`src/rtl/dcache_lb_bridge_if.sv`:
```
// Bus interfaces for dcache_lb_bridge.
//   dcache_lb_refill_if : cache controller refill port (master = cache, slave = bridge)
//   dcache_lb_mem_if    : 64-bit DRAM-side beat bus  (master = bridge, slave = memory)

interface dcache_lb_refill_if;
  logic         req;
  logic         gnt;
  logic         we;
  logic [11:0]  addr;
  logic         addr_valid;
  logic         addr_ready;
  logic         wvalid;
  logic [255:0] wdata;
  logic         rvalid;
  logic [255:0] rdata;

  modport master (
    output req, we, addr, addr_valid, wvalid, wdata,
    input  gnt, addr_ready, rvalid, rdata
  );

  modport slave (
    input  req, we, addr, addr_valid, wvalid, wdata,
    output gnt, addr_ready, rvalid, rdata
  );
endinterface

interface dcache_lb_mem_if;
  logic        req;
  logic        gnt;
  logic        we;
  logic [13:0] addr;
  logic [63:0] wdata;
  logic        rvalid;
  logic [63:0] rdata;

  modport master (
    output req, we, addr, wdata,
    input  gnt, rvalid, rdata
  );

  modport slave (
    input  req, we, addr, wdata,
    output gnt, rvalid, rdata
  );
endinterface

```
`src/rtl/dcache_lb_bridge.sv`:
```
// dcache_lb_bridge: converts one 256-bit cache line transaction (writeback or
// refill) into four 64-bit beats on a req/gnt memory bus with in-order,
// variable-latency read returns. Refill beats are reassembled in a local line
// buffer and handed back to the cache as a single 256-bit pulse.
// Optional feature: define DCACHE_LB_PERF_EN to add saturating 32-bit
// performance counters (perf_rd_cnt, perf_wr_cnt, perf_stall_cnt).

module dcache_lb_bridge #(
  parameter int BEATS  = 4,
  parameter int MEM_AW = 14
) (
  input  logic                clk,
  input  logic                rst,
  dcache_lb_refill_if.slave   dcache_refill,
  dcache_lb_mem_if.master     mem,
  output logic                busy
`ifdef DCACHE_LB_PERF_EN
  ,
  output logic [31:0]         perf_rd_cnt,
  output logic [31:0]         perf_wr_cnt,
  output logic [31:0]         perf_stall_cnt
`endif
);

  localparam int CntW   = $clog2(BEATS);
  localparam int LineAw = MEM_AW - CntW;
  localparam logic [CntW-1:0] LastBeat = CntW'(BEATS - 1);

  typedef enum logic [2:0] {
    IDLE,
    ADDR,
    WDATA,
    WR_ISSUE,
    RD_ISSUE,
    RD_WAIT,
    RESP
  } state_t;

  state_t              r_state;
  logic                r_we;
  logic [LineAw-1:0]   r_lineAddr;
  logic [CntW-1:0]     r_issueCnt;
  logic [CntW-1:0]     r_retCnt;
  logic [255:0]        r_lineBuf;

  logic                w_issuing;
  logic                w_retAccept;

  assign w_issuing   = (r_state == WR_ISSUE) || (r_state == RD_ISSUE);
  assign w_retAccept = mem.rvalid && ((r_state == RD_ISSUE) || (r_state == RD_WAIT));

  // Outputs decode straight from registered state; rst forces them quiet so the
  // bus is idle during the reset cycle itself, not just after it.
  assign dcache_refill.gnt        = !rst && (r_state == IDLE) && dcache_refill.req;
  assign dcache_refill.addr_ready = !rst && (r_state == ADDR);
  assign dcache_refill.rvalid     = !rst && (r_state == RESP);
  assign dcache_refill.rdata      = rst ? '0 : r_lineBuf;
  assign mem.req                  = !rst && w_issuing;
  assign mem.we                   = !rst && (r_state == WR_ISSUE);
  assign mem.addr                 = rst ? '0 : {r_lineAddr, r_issueCnt};
  assign mem.wdata                = rst ? '0 : r_lineBuf[{r_issueCnt, 6'b0} +: 64];
  assign busy                     = !rst && (r_state != IDLE);

  // Transaction FSM: accepts a line, issues four beats, and gathers read returns
  // (which may overlap issuing) into the line buffer before answering the cache.
  always_ff @(posedge clk) begin
    if (rst) begin
      r_state    <= IDLE;
      r_we       <= 1'b0;
      r_lineAddr <= '0;
      r_issueCnt <= '0;
      r_retCnt   <= '0;
      r_lineBuf  <= '0;
    end else begin
      case (r_state)
        IDLE: begin
          if (dcache_refill.req) begin
            r_we    <= dcache_refill.we;
            r_state <= ADDR;
          end
        end
        ADDR: begin
          if (dcache_refill.addr_valid) begin
            r_lineAddr <= dcache_refill.addr;
            r_issueCnt <= '0;
            r_retCnt   <= '0;
            r_state    <= r_we ? WDATA : RD_ISSUE;
          end
        end
        WDATA: begin
          if (dcache_refill.wvalid) begin
            r_lineBuf <= dcache_refill.wdata;
            r_state   <= WR_ISSUE;
          end
        end
        WR_ISSUE: begin
          if (mem.gnt) begin
            r_issueCnt <= r_issueCnt + 1'b1;
            if (r_issueCnt == LastBeat) begin
              r_state <= IDLE;
            end
          end
        end
        RD_ISSUE, RD_WAIT: begin
          if ((r_state == RD_ISSUE) && mem.gnt) begin
            r_issueCnt <= r_issueCnt + 1'b1;
            if (r_issueCnt == LastBeat) begin
              r_state <= RD_WAIT;
            end
          end
          if (w_retAccept) begin
            r_lineBuf[{r_retCnt, 6'b0} +: 64] <= mem.rdata;
            r_retCnt <= r_retCnt + 1'b1;
            if (r_retCnt == LastBeat) begin
              r_state <= RESP;
            end
          end
        end
        RESP: begin
          r_state <= IDLE;
        end
        default: begin
          r_state <= IDLE;
        end
      endcase
    end
  end

`ifdef DCACHE_LB_PERF_EN
  // Saturating event counters for completed refills, completed writebacks and
  // cycles the memory bus held off a pending beat.
  always_ff @(posedge clk) begin
    if (rst) begin
      perf_rd_cnt    <= '0;
      perf_wr_cnt    <= '0;
      perf_stall_cnt <= '0;
    end else begin
      if (w_retAccept && (r_retCnt == LastBeat) && (perf_rd_cnt != 32'hFFFF_FFFF)) begin
        perf_rd_cnt <= perf_rd_cnt + 32'd1;
      end
      if ((r_state == WR_ISSUE) && mem.gnt && (r_issueCnt == LastBeat) &&
          (perf_wr_cnt != 32'hFFFF_FFFF)) begin
        perf_wr_cnt <= perf_wr_cnt + 32'd1;
      end
      if (w_issuing && !mem.gnt && (perf_stall_cnt != 32'hFFFF_FFFF)) begin
        perf_stall_cnt <= perf_stall_cnt + 32'd1;
      end
    end
  end
`endif

endmodule

```
`src/flat_wrapper.sv`:
```
// flat-port wrapper written by rule: the top's interface ports become plain ports
module dcache_lb_bridge_flat 
#(
  parameter int BEATS  = 4,
  parameter int MEM_AW = 14
)
  (clk, rst, busy, dcache_refill_req, dcache_refill_we, dcache_refill_addr, dcache_refill_addr_valid, dcache_refill_wvalid, dcache_refill_wdata, dcache_refill_gnt, dcache_refill_addr_ready, dcache_refill_rvalid, dcache_refill_rdata, mem_req, mem_we, mem_addr, mem_wdata, mem_gnt, mem_rvalid, mem_rdata);
  dcache_lb_refill_if dcache_refill_i ();
  dcache_lb_mem_if mem_i ();
  input  logic clk;
  input  logic rst;
  output logic busy;
  input wire logic [$bits(dcache_refill_i.req)-1:0] dcache_refill_req;
  input wire logic [$bits(dcache_refill_i.we)-1:0] dcache_refill_we;
  input wire logic [$bits(dcache_refill_i.addr)-1:0] dcache_refill_addr;
  input wire logic [$bits(dcache_refill_i.addr_valid)-1:0] dcache_refill_addr_valid;
  input wire logic [$bits(dcache_refill_i.wvalid)-1:0] dcache_refill_wvalid;
  input wire logic [$bits(dcache_refill_i.wdata)-1:0] dcache_refill_wdata;
  output wire logic [$bits(dcache_refill_i.gnt)-1:0] dcache_refill_gnt;
  output wire logic [$bits(dcache_refill_i.addr_ready)-1:0] dcache_refill_addr_ready;
  output wire logic [$bits(dcache_refill_i.rvalid)-1:0] dcache_refill_rvalid;
  output wire logic [$bits(dcache_refill_i.rdata)-1:0] dcache_refill_rdata;
  output wire logic [$bits(mem_i.req)-1:0] mem_req;
  output wire logic [$bits(mem_i.we)-1:0] mem_we;
  output wire logic [$bits(mem_i.addr)-1:0] mem_addr;
  output wire logic [$bits(mem_i.wdata)-1:0] mem_wdata;
  input wire logic [$bits(mem_i.gnt)-1:0] mem_gnt;
  input wire logic [$bits(mem_i.rvalid)-1:0] mem_rvalid;
  input wire logic [$bits(mem_i.rdata)-1:0] mem_rdata;
  assign dcache_refill_i.req = dcache_refill_req;
  assign dcache_refill_i.we = dcache_refill_we;
  assign dcache_refill_i.addr = dcache_refill_addr;
  assign dcache_refill_i.addr_valid = dcache_refill_addr_valid;
  assign dcache_refill_i.wvalid = dcache_refill_wvalid;
  assign dcache_refill_i.wdata = dcache_refill_wdata;
  assign dcache_refill_gnt = dcache_refill_i.gnt;
  assign dcache_refill_addr_ready = dcache_refill_i.addr_ready;
  assign dcache_refill_rvalid = dcache_refill_i.rvalid;
  assign dcache_refill_rdata = dcache_refill_i.rdata;
  assign mem_req = mem_i.req;
  assign mem_we = mem_i.we;
  assign mem_addr = mem_i.addr;
  assign mem_wdata = mem_i.wdata;
  assign mem_i.gnt = mem_gnt;
  assign mem_i.rvalid = mem_rvalid;
  assign mem_i.rdata = mem_rdata;
  dcache_lb_bridge #(.BEATS(BEATS), .MEM_AW(MEM_AW)) u_core (.clk(clk), .rst(rst), .dcache_refill(dcache_refill_i), .mem(mem_i), .busy(busy));
endmodule
```
`config.mk`:
```
export PLATFORM = sky130hd
export DESIGN_NAME = dcache_lb_bridge_flat
export DESIGN_NICKNAME = d
export VERILOG_FILES = /design/src/rtl/dcache_lb_bridge_if.sv /design/src/rtl/dcache_lb_bridge.sv /design/src/flat_wrapper.sv
export SDC_FILE = /design/constraint.sdc
export NUM_CORES = 1
export LEC_CHECK = 0
export ABC_AREA = 1
export ABC_CLOCK_PERIOD_IN_PS = 3400
export CAP_MARGIN = 20
export CORE_AREA = 4 4 265 267
export CTS_CLUSTER_SIZE = 20
export DETAILED_ROUTE_END_ITERATION = 8
export DIE_AREA = 0 0 269 271
export GPL_TIMING_DRIVEN = 0
export SYNTH_ARGS = -nofsm -noshare
export SYNTH_HDL_FRONTEND = slang
export SYNTH_SLANG_ARGS = --single-unit
```
`constraint.sdc`:
```
create_clock -name clk -period 3.4 [get_ports clk]
set_input_delay 0.51 -clock clk [delete_from_list [all_inputs] [get_ports clk]]
set_output_delay 0.51 -clock clk [all_outputs]
set_load 0.02 [all_outputs]
```
==> summary.md, run 1 <==
| Metric | Value |
|---|---|
| Critical path's top delay family | buffers and inverters |
| Worst vdd ir | 320 uV |
| Initial DRC count | 2656 |
| Final nets | 4369 |
| Total Wirelength | 121 mm |
| Critical path peak fanout | 10 |
| Mapped Nets | between 3000 and 4000 |
| Final worst-path cycle share | 98.5% |
| Outcome | complete, no violations |
| Final core utilization | between 40% and 50% |
| Post-synthesis register bit count | 276 |
| Worst R2R Start | u_core.r_retCnt[0] |
| Relative slew slack | 22.1% |
| Max Freq | 299 MHz |
| Mapped Cells | roughly 3300 |
| Max Slew Vio Count | 0 |
| Crit path DAT | 2.84 ns |
| Layout cell share with drive strength beyond 1 | between 5 and 6% |
| Clock transition at path regs | 0.06 ns |
| Port-buffer cells | 678 |
| Clock latency on the worst-skew pair | between 0.5 and 0.6 ns |
| H-tree levels | 2 |
| Routability cong. | 0.960 |
| Clock buffer depth | 3 |
| Register area share after synthesis | between 30% and 40% |
| Power density over cell area | slightly above 800 mW/mm2 |
| HPWL Detailed | around 95 mm |
| Worst path cell trace | clkbuf_4 > buf_8 > clkbuf_2 > a21oi_1 > o21ai_0 > a21oi_1 > clkdlybuf4s50_1 |
| CTS sink cnt | 276 |
| CP max stage delay | around 0.66 ns |
| Post-Place Cells | 4863 |
| Core area | 0.0681 mm2 |
| DRC Markers | 0 |
| Die Wd | 269 um |
| Max_cap viols | 0 |
| Final WS setup | 0.0516 ns |
| Min-Delay Startpoint | u_core.r_lineAddr[3] |
| Clk_skew | 0.00911 ns |
| Static Leak | 12.9 nW |
| GRT Util Overall | 31.5% |
| Rows | 96 |
| Initial antenna violation count | 12 |
| Drt via density | ~5.0 |
| CP required | around 2.9 ns |
| Wire per inst | 24.5 um |
| Hold Buf Count CTS | 0 |
| Non-Filler Instances | slightly below 5000 |
| Grt ovf | 0 |
| 1st-pass router iterations | 6 |
| Total CTS buffers | 38 |
| Max stage delay cell, worst path | clkdlybuf4s50_1 |
| I/O Pins | 680 |
| First-pass GRT wire length | 166 mm |
| Pre-CTS setup slack | -0.476 ns |
| CTS root buf | clkbuf_16 |
| Hold Vio Cnt, Final | 0 |
| R2R depth | 10 |
| Hold path cells | 2 |
| Die area | about 0.073 mm2 |
| Critical path buffer and inverter count | 4 |
| CTS tree | done |
| Die height | 271 um |
| Mean post-synth cell area | 5.46 um2 |
| Critical path class | flip-flop to primary output |
| Most frequent cell on the critical path | a21oi_1 |
| Total number of vias | about 25000 |
| Tmin final | 3.35 ns |
| Largest net degree at the start of global routing | 12 |
| Least-Margin Pin Slew | 1.17 ns |
| Filler Cell Count | 7601 |
| CP Launch Type | flip-flop |
| Initial Utilization | 26.4% |
| Flop2flop setup slack | 0.22 ns |
| Reg2reg end | u_core.r_lineBuf[54] |
| Number of distinct library cells after synthesis | 26 |
| Worst min-delay path endpoint | u_core.r_lineAddr[3] |
| Final setup vio count | 0 |
| Vias in the first global route | between 20000 and 25000 |
| Post-synthesis cell area | 0.0180 mm2 |
| Area delta synth->final | 52.3% |
| RSZ-0062 raised after global routing | false |
| Yosys Warn Count | 0 |
| Worst setup EP type | primary output |
| HP Class | flip-flop to flip-flop |
| Final ANT Viol Nets | 0 |
## synthesized netlist by cell type, drive strengths merged
| cell type | count | area share (%) |
|---|---|---|
| clkbuf | 141 | 2.9 |
| nand3b | 2 | 0.083 |
| buf | 110 | 3.3 |
| a21oi | 211 | 5.9 |
| nand4 | 45 | 1.6 |
| nand3 | 119 | 3.3 |
| or2 | 1 | 0.035 |
| nor3 | 3 | 0.083 |
| nor4 | 1 | 0.035 |
| o21ai | 250 | 7.0 |
| inv | 310 | 6.5 |
| ha | 5 | 0.35 |
| dfxtp | 276 | 31 |
| a31oi | 1 | 0.035 |
| nor2 | 825 | 17 |
| nand2 | 998 | 21 |
## state kept, by name, indices dropped and copies added (netlist names)
signal / count
u_core.r_issueCnt: 2
u_core.r_lineAddr: 12
u_core.r_lineBuf: 256
u_core.r_retCnt: 2
u_core.r_state: 3
u_core.r_we: 1
## worst reg2reg max path: stages, from the launching register on
cell and delay [ns]:
dfxtp_1 0.37, buf_2 0.28, inv_1 0.15, ha_1 0.29, inv_2 0.33, nor2_4 0.11
nand2_1 0.41, clkbuf_1 0.69, o21ai_0 0.16, nor2_1 0.21, nor2_1 0.07
## power by group
part / internal (W) / total [W] / switching, W
sequential: 0.00463 / 0.00514 / 0.000512
combinational: 0.00417 / 0.0127 / 0.00852
clock: 0.00256 / 0.00425 / 0.00170
## worst max-delay path by stage
stage / startpoint / end / cells past startpoint
after floorplan: rst / dcache_refill_rvalid / 3
after global placement: rst / dcache_refill_rdata[38] / 5
after detailed placement: rst / dcache_refill_rdata[187] / 5
after CTS: u_core.r_issueCnt[0] / mem_wdata[3] / 6
after global routing: u_core.r_issueCnt[0] / mem_wdata[14] / 8
final: u_core.r_issueCnt[0] / mem_wdata[47] / 7
## layer usage
layer | GRT usage [%] | part of all wire (%) | vias to the layer above
met4 | 12.7 | 4.5 | 6
met3 | 6.68 | 8.6 | 223
met1 | 39.6 | 41 | 11500
li1 | - | - | 11600
met5 | 0 | 0.025 | -
met2 | 52.5 | 46 | 1255
## final cells by class
class                   count  area [um2]  share of cell area [%]
diodes                      9        22.5                  0.0822
clock buffers              59        1190                    4.36
repair buffers            686        6890                    25.1
inverters                 310        1170                    4.26
flip-flops and latches    276        5530                    20.2
well taps                 882        1100                    4.03
clock inverters             8        90.1                   0.329
multi-input cells        2461       10200                    37.2
plain buffers             251        1210                    4.42
## metrics by stage
stage / hold slack [ns] / setup TNS (ns) / area [um2] / total power, W
floorplan: 0.430 / 0 / 18000 / 0.0121
global placement: 0.443 / -329.81 / 25900 / 0.0176
detailed placement: 0.447 / -54.36 / 26000 / 0.0177
CTS: 0.455 / 0 / 27300 / 0.0219
global route: 0.465 / 0 / 27400 / 0.0234
finish: 0.452 / 0 / 27400 / 0.0221
## repair_timing
item,in CTS,in global routing
buffers inserted,0,3
pin swaps,0,1
endpoints found under the setup margin,359,70
gates resized for setup,71,20
hold endpoints to repair,0,0
## cells in the final DEF (no fill, tap or decap), drive strengths merged
cell type and instances:
or2 1, ha 5, clkinv 6, bufinv 2, clkbuf 198, a31oi 1, inv 310, nor4 1
nand4 45, diode 9, clkdlybuf4s50 650, buf 121, a21oi 211, nor2 825, nand3 119, dlygate4sd2 18
nand3b 2, dfxtp 276, nand2 998, nor3 3, o21ai 250, dlymetal6s2s 9
## kinds of logic after synthesis
family          after synthesis  synth area share [%]
simple gates               1994                  43.3
buf+inv                     561                  12.8
compound gates              462                  12.9
flops                       276                  30.7
fa+ha+maj                     5                 0.348
Power figures use the tool's default switching activity.
==> run 2, diff against run 1 <==
--- a/config.mk
+++ b/config.mk
@@ -6,7 +6,7 @@
 export NUM_CORES = 1
 export LEC_CHECK = 0
 export ABC_AREA = 1
-export ABC_CLOCK_PERIOD_IN_PS = 3400
+export ABC_CLOCK_PERIOD_IN_PS = 4200
 export CAP_MARGIN = 20
 export CORE_AREA = 4 4 265 267
 export CTS_CLUSTER_SIZE = 20
==> constraint.sdc (replaced) <==
create_clock -name clk -period 4.2 [get_ports clk]
set_input_delay 0.63 -clock clk [delete_from_list [all_inputs] [get_ports clk]]
set_output_delay 0.63 -clock clk [all_outputs]
set_load 0.02 [all_outputs]
==> run 2 against run 1 <==
Global-route usage about the same. Die area unchanged. Critical path type unchanged. Setup slack better by 0.097 ns. Utilization down 0.17 points. Total power down 19%. Wire length about the same. Highest routed layer unchanged.
==> summary.md, run 2 (synthesized netlist as in run 1, its figures left out) <==
| Metric | Value |
|---|---|
| Power density over cell area | 654 mW/mm2 (-19%) |
| Commonest non-fill, non-tap cells in the layout | nand2_1, nor2_1, clkdlybuf4s50_1 |
| Hold path cells | 2 (unchanged) |
| Routability cong. | 0.960 (unchanged) |
| CP startpoint | u_core.r_issueCnt[0] |
| Clock buffer depth | 3 (unchanged) |
| Max reg flops | 256 (unchanged) |
| Largest net degree at the start of global routing | 12 (unchanged) |
| Critical path peak fanout | 10 (unchanged) |
| Most common cell after layout, fill and taps aside | nand2_1 |
| Die Wd | 269 um (unchanged) |
| DRC Markers | 0 (unchanged) |
| Layout cell share with drive strength beyond 1 | 4.37% (-1.0 points) |
| Worst vdd ir | 260 uV (-19%) |
| Total CTS buffers | 38 (unchanged) |
| Initial Utilization | 26.4% (unchanged) |
| Initial DRC count | 2677 (+0.79%) |
| Pre-CTS setup slack | 0.0837 ns (+0.560 ns) |
| CTS sink cnt | 276 (unchanged) |
| RSZ-0062 raised after global routing | false |
| Rows | 96 (unchanged) |
| Least-Margin Pin Slew | 1.23 ns (+0.0636 ns) |
| Max Freq | 247 MHz |
| Max Slew Vio Count | 0 (unchanged) |
| Grt ovf | 0 (unchanged) |
| Min-Delay Startpoint | u_core.r_lineAddr[3] |
| HPWL Detailed | 94.8 mm (unchanged) |
| Biggest regs | u_core.r_lineBuf (256), u_core.r_lineAddr (12), u_core.r_state (3) |
| CP Launch Type | flip-flop |
| Area delta synth->final | 51.6% |
| Reg2reg end | u_core.r_lineBuf[62] |
| Max_cap viols | 0 (unchanged) |
| Flop2flop setup slack | 0.31 ns (+0.09 ns) |
| Final ANT Viol Nets | 0 (unchanged) |
| Final Total Pwr | 0.0178 W (-19%) |
| GRT Util Overall | 31.5% (about the same) |
| Hold WS | 0.452 ns (-0.0000620 ns) |
| Crit path DAT | 3.42 ns (+0.58 ns) |
| Worst R2R Start | u_core.r_retCnt[0] |
| Final worst-path cycle share | approximately 96% |
| Drt via density | 4.97 (+0.11%) |
| 1st-pass router iterations | 8 (+2) |
| H-tree levels | 2 (unchanged) |
| Static Leak | 12.6 nW (-2.7%) |
| Final nets | 4366 (-0.069%) |
| Total Wirelength | 121 mm (about the same) |
| Core area | 0.0681 mm2 (unchanged) |
| Total number of vias | 24600 (+0.073%) |
| Outcome | complete, no violations |
| Most flop-heavy register | u_core.r_lineBuf |
| Clock latency on the worst-skew pair | 0.57 ns (about the same) |
| CP required | 3.57 ns (+0.68 ns) |
| Hold Vio Cnt, Final | 0 (unchanged) |
| Tmin final | ~4 ns |
| Hold Buf Count CTS | 0 (unchanged) |
| HP Class | flip-flop to flip-flop |
| Filler Cell Count | 7611 (+0.13%) |
| Relative slew slack | 17.7% (-4.3 points) |
| Die height | 271 um (unchanged) |
| CTS root buf | clkbuf_16 |
| Final setup vio count | 0 (unchanged) |
| Clock transition at path regs | 0.06 ns (about the same) |
| R2R depth | 10 (unchanged) |
| Vias in the first global route | 23100 (+0.087%) |
| Die area | 0.0729 mm2 (unchanged) |
| I/O Pins | 680 (unchanged) |
| CTS tree | done |
| Worst setup EP type | primary output |
| Initial antenna violation count | 11 (-1) |
| Worst min-delay path endpoint | u_core.r_lineAddr[3] |
| Wire per inst | 24.5 um (about the same) |
| First-pass GRT wire length | 166 mm (about the same) |
| Clk_skew | 0.00987 ns (+0.000759 ns) |
| Final WS setup | 0.149 ns (+0.0975 ns) |
| Port-buffer cells | 678 (unchanged) |
| Critical path class | flip-flop to primary output |
run 2: changes by cell type in the layout (fill, tap and decap cells not counted), sizes merged:
cell	before	now
buf	121	115
clkbuf	198	200
clkdlybuf4s50	650	678
diode	9	10
dlygate4sd2	18	0
dlymetal6s2s	9	0
run 2: area by class of cell:
type                            count  area, um2  area share [%]
Multi-Input combinational cell   2461      10200            37.3
Timing Repair Buffer              683       6870            25.2
Sequential cell                   276       5530            20.2
Clock buffer                       59       1190            4.37
Inverter                          310       1170            4.27
Buffer                            251       1140            4.18
Tap cell                          882       1100            4.04
Clock inverter                      8       90.1           0.330
Antenna cell                       10       25.0          0.0917
run 2: routing by layer:
metal | share of wire [%] | GRT usage [%]
met5 | 0.038 | 0
met4 | 4.6 | 12.7
met3 | 8.7 | 6.63
met2 | 46 | 52.5
met1 | 40 | 39.6
run 2: metrics by stage:
step | utilization, % | TNS [ns] | cells | instance area, um2
global route | 40.0 | 0 | 4933 | 27300
global placement | 38.0 | -154.96 | 4858 | 25900
detailed placement | 38.1 | 0 | 4863 | 26000
floorplan | - | 0 | 3298 | 18000
finish | 40.1 | 0 | 4940 | 27300
CTS | 40.0 | 0 | 4930 | 27300
run 2: report_power, final:
part           leakage [nW]  internal (W)  total, W  switching, W
Combinational          9.70       0.00336    0.0102       0.00688
Sequential             2.26       0.00375   0.00416      0.000414
Clock                 0.638       0.00207   0.00344       0.00137
Total                  12.6       0.00918    0.0178       0.00866
run 2: critical path, cell delays in order, from the launching register on:
cell and delay (ns):
dfxtp_1 0.42, inv_1 0.13, clkbuf_2 0.28, buf_6 0.20, clkbuf_1 0.49, o21ai_0 0.24
a21oi_1 0.39, clkdlybuf4s50_1 0.69
run 2: how the worst max path moves through the flow:
stage	end
floorplan	dcache_refill_rvalid
global placement	dcache_refill_rdata[38]
detailed placement	dcache_refill_rdata[187]
CTS	dcache_refill_rdata[187]
global route	mem_wdata[18]
finish	mem_wdata[40]
run 2: repair_timing:
item / in CTS / in global routing
resized for setup: 3 / 3
setup endpoints to repair: 4 / 1
cloned: 0 / 0
setup buffers: 0 / 0
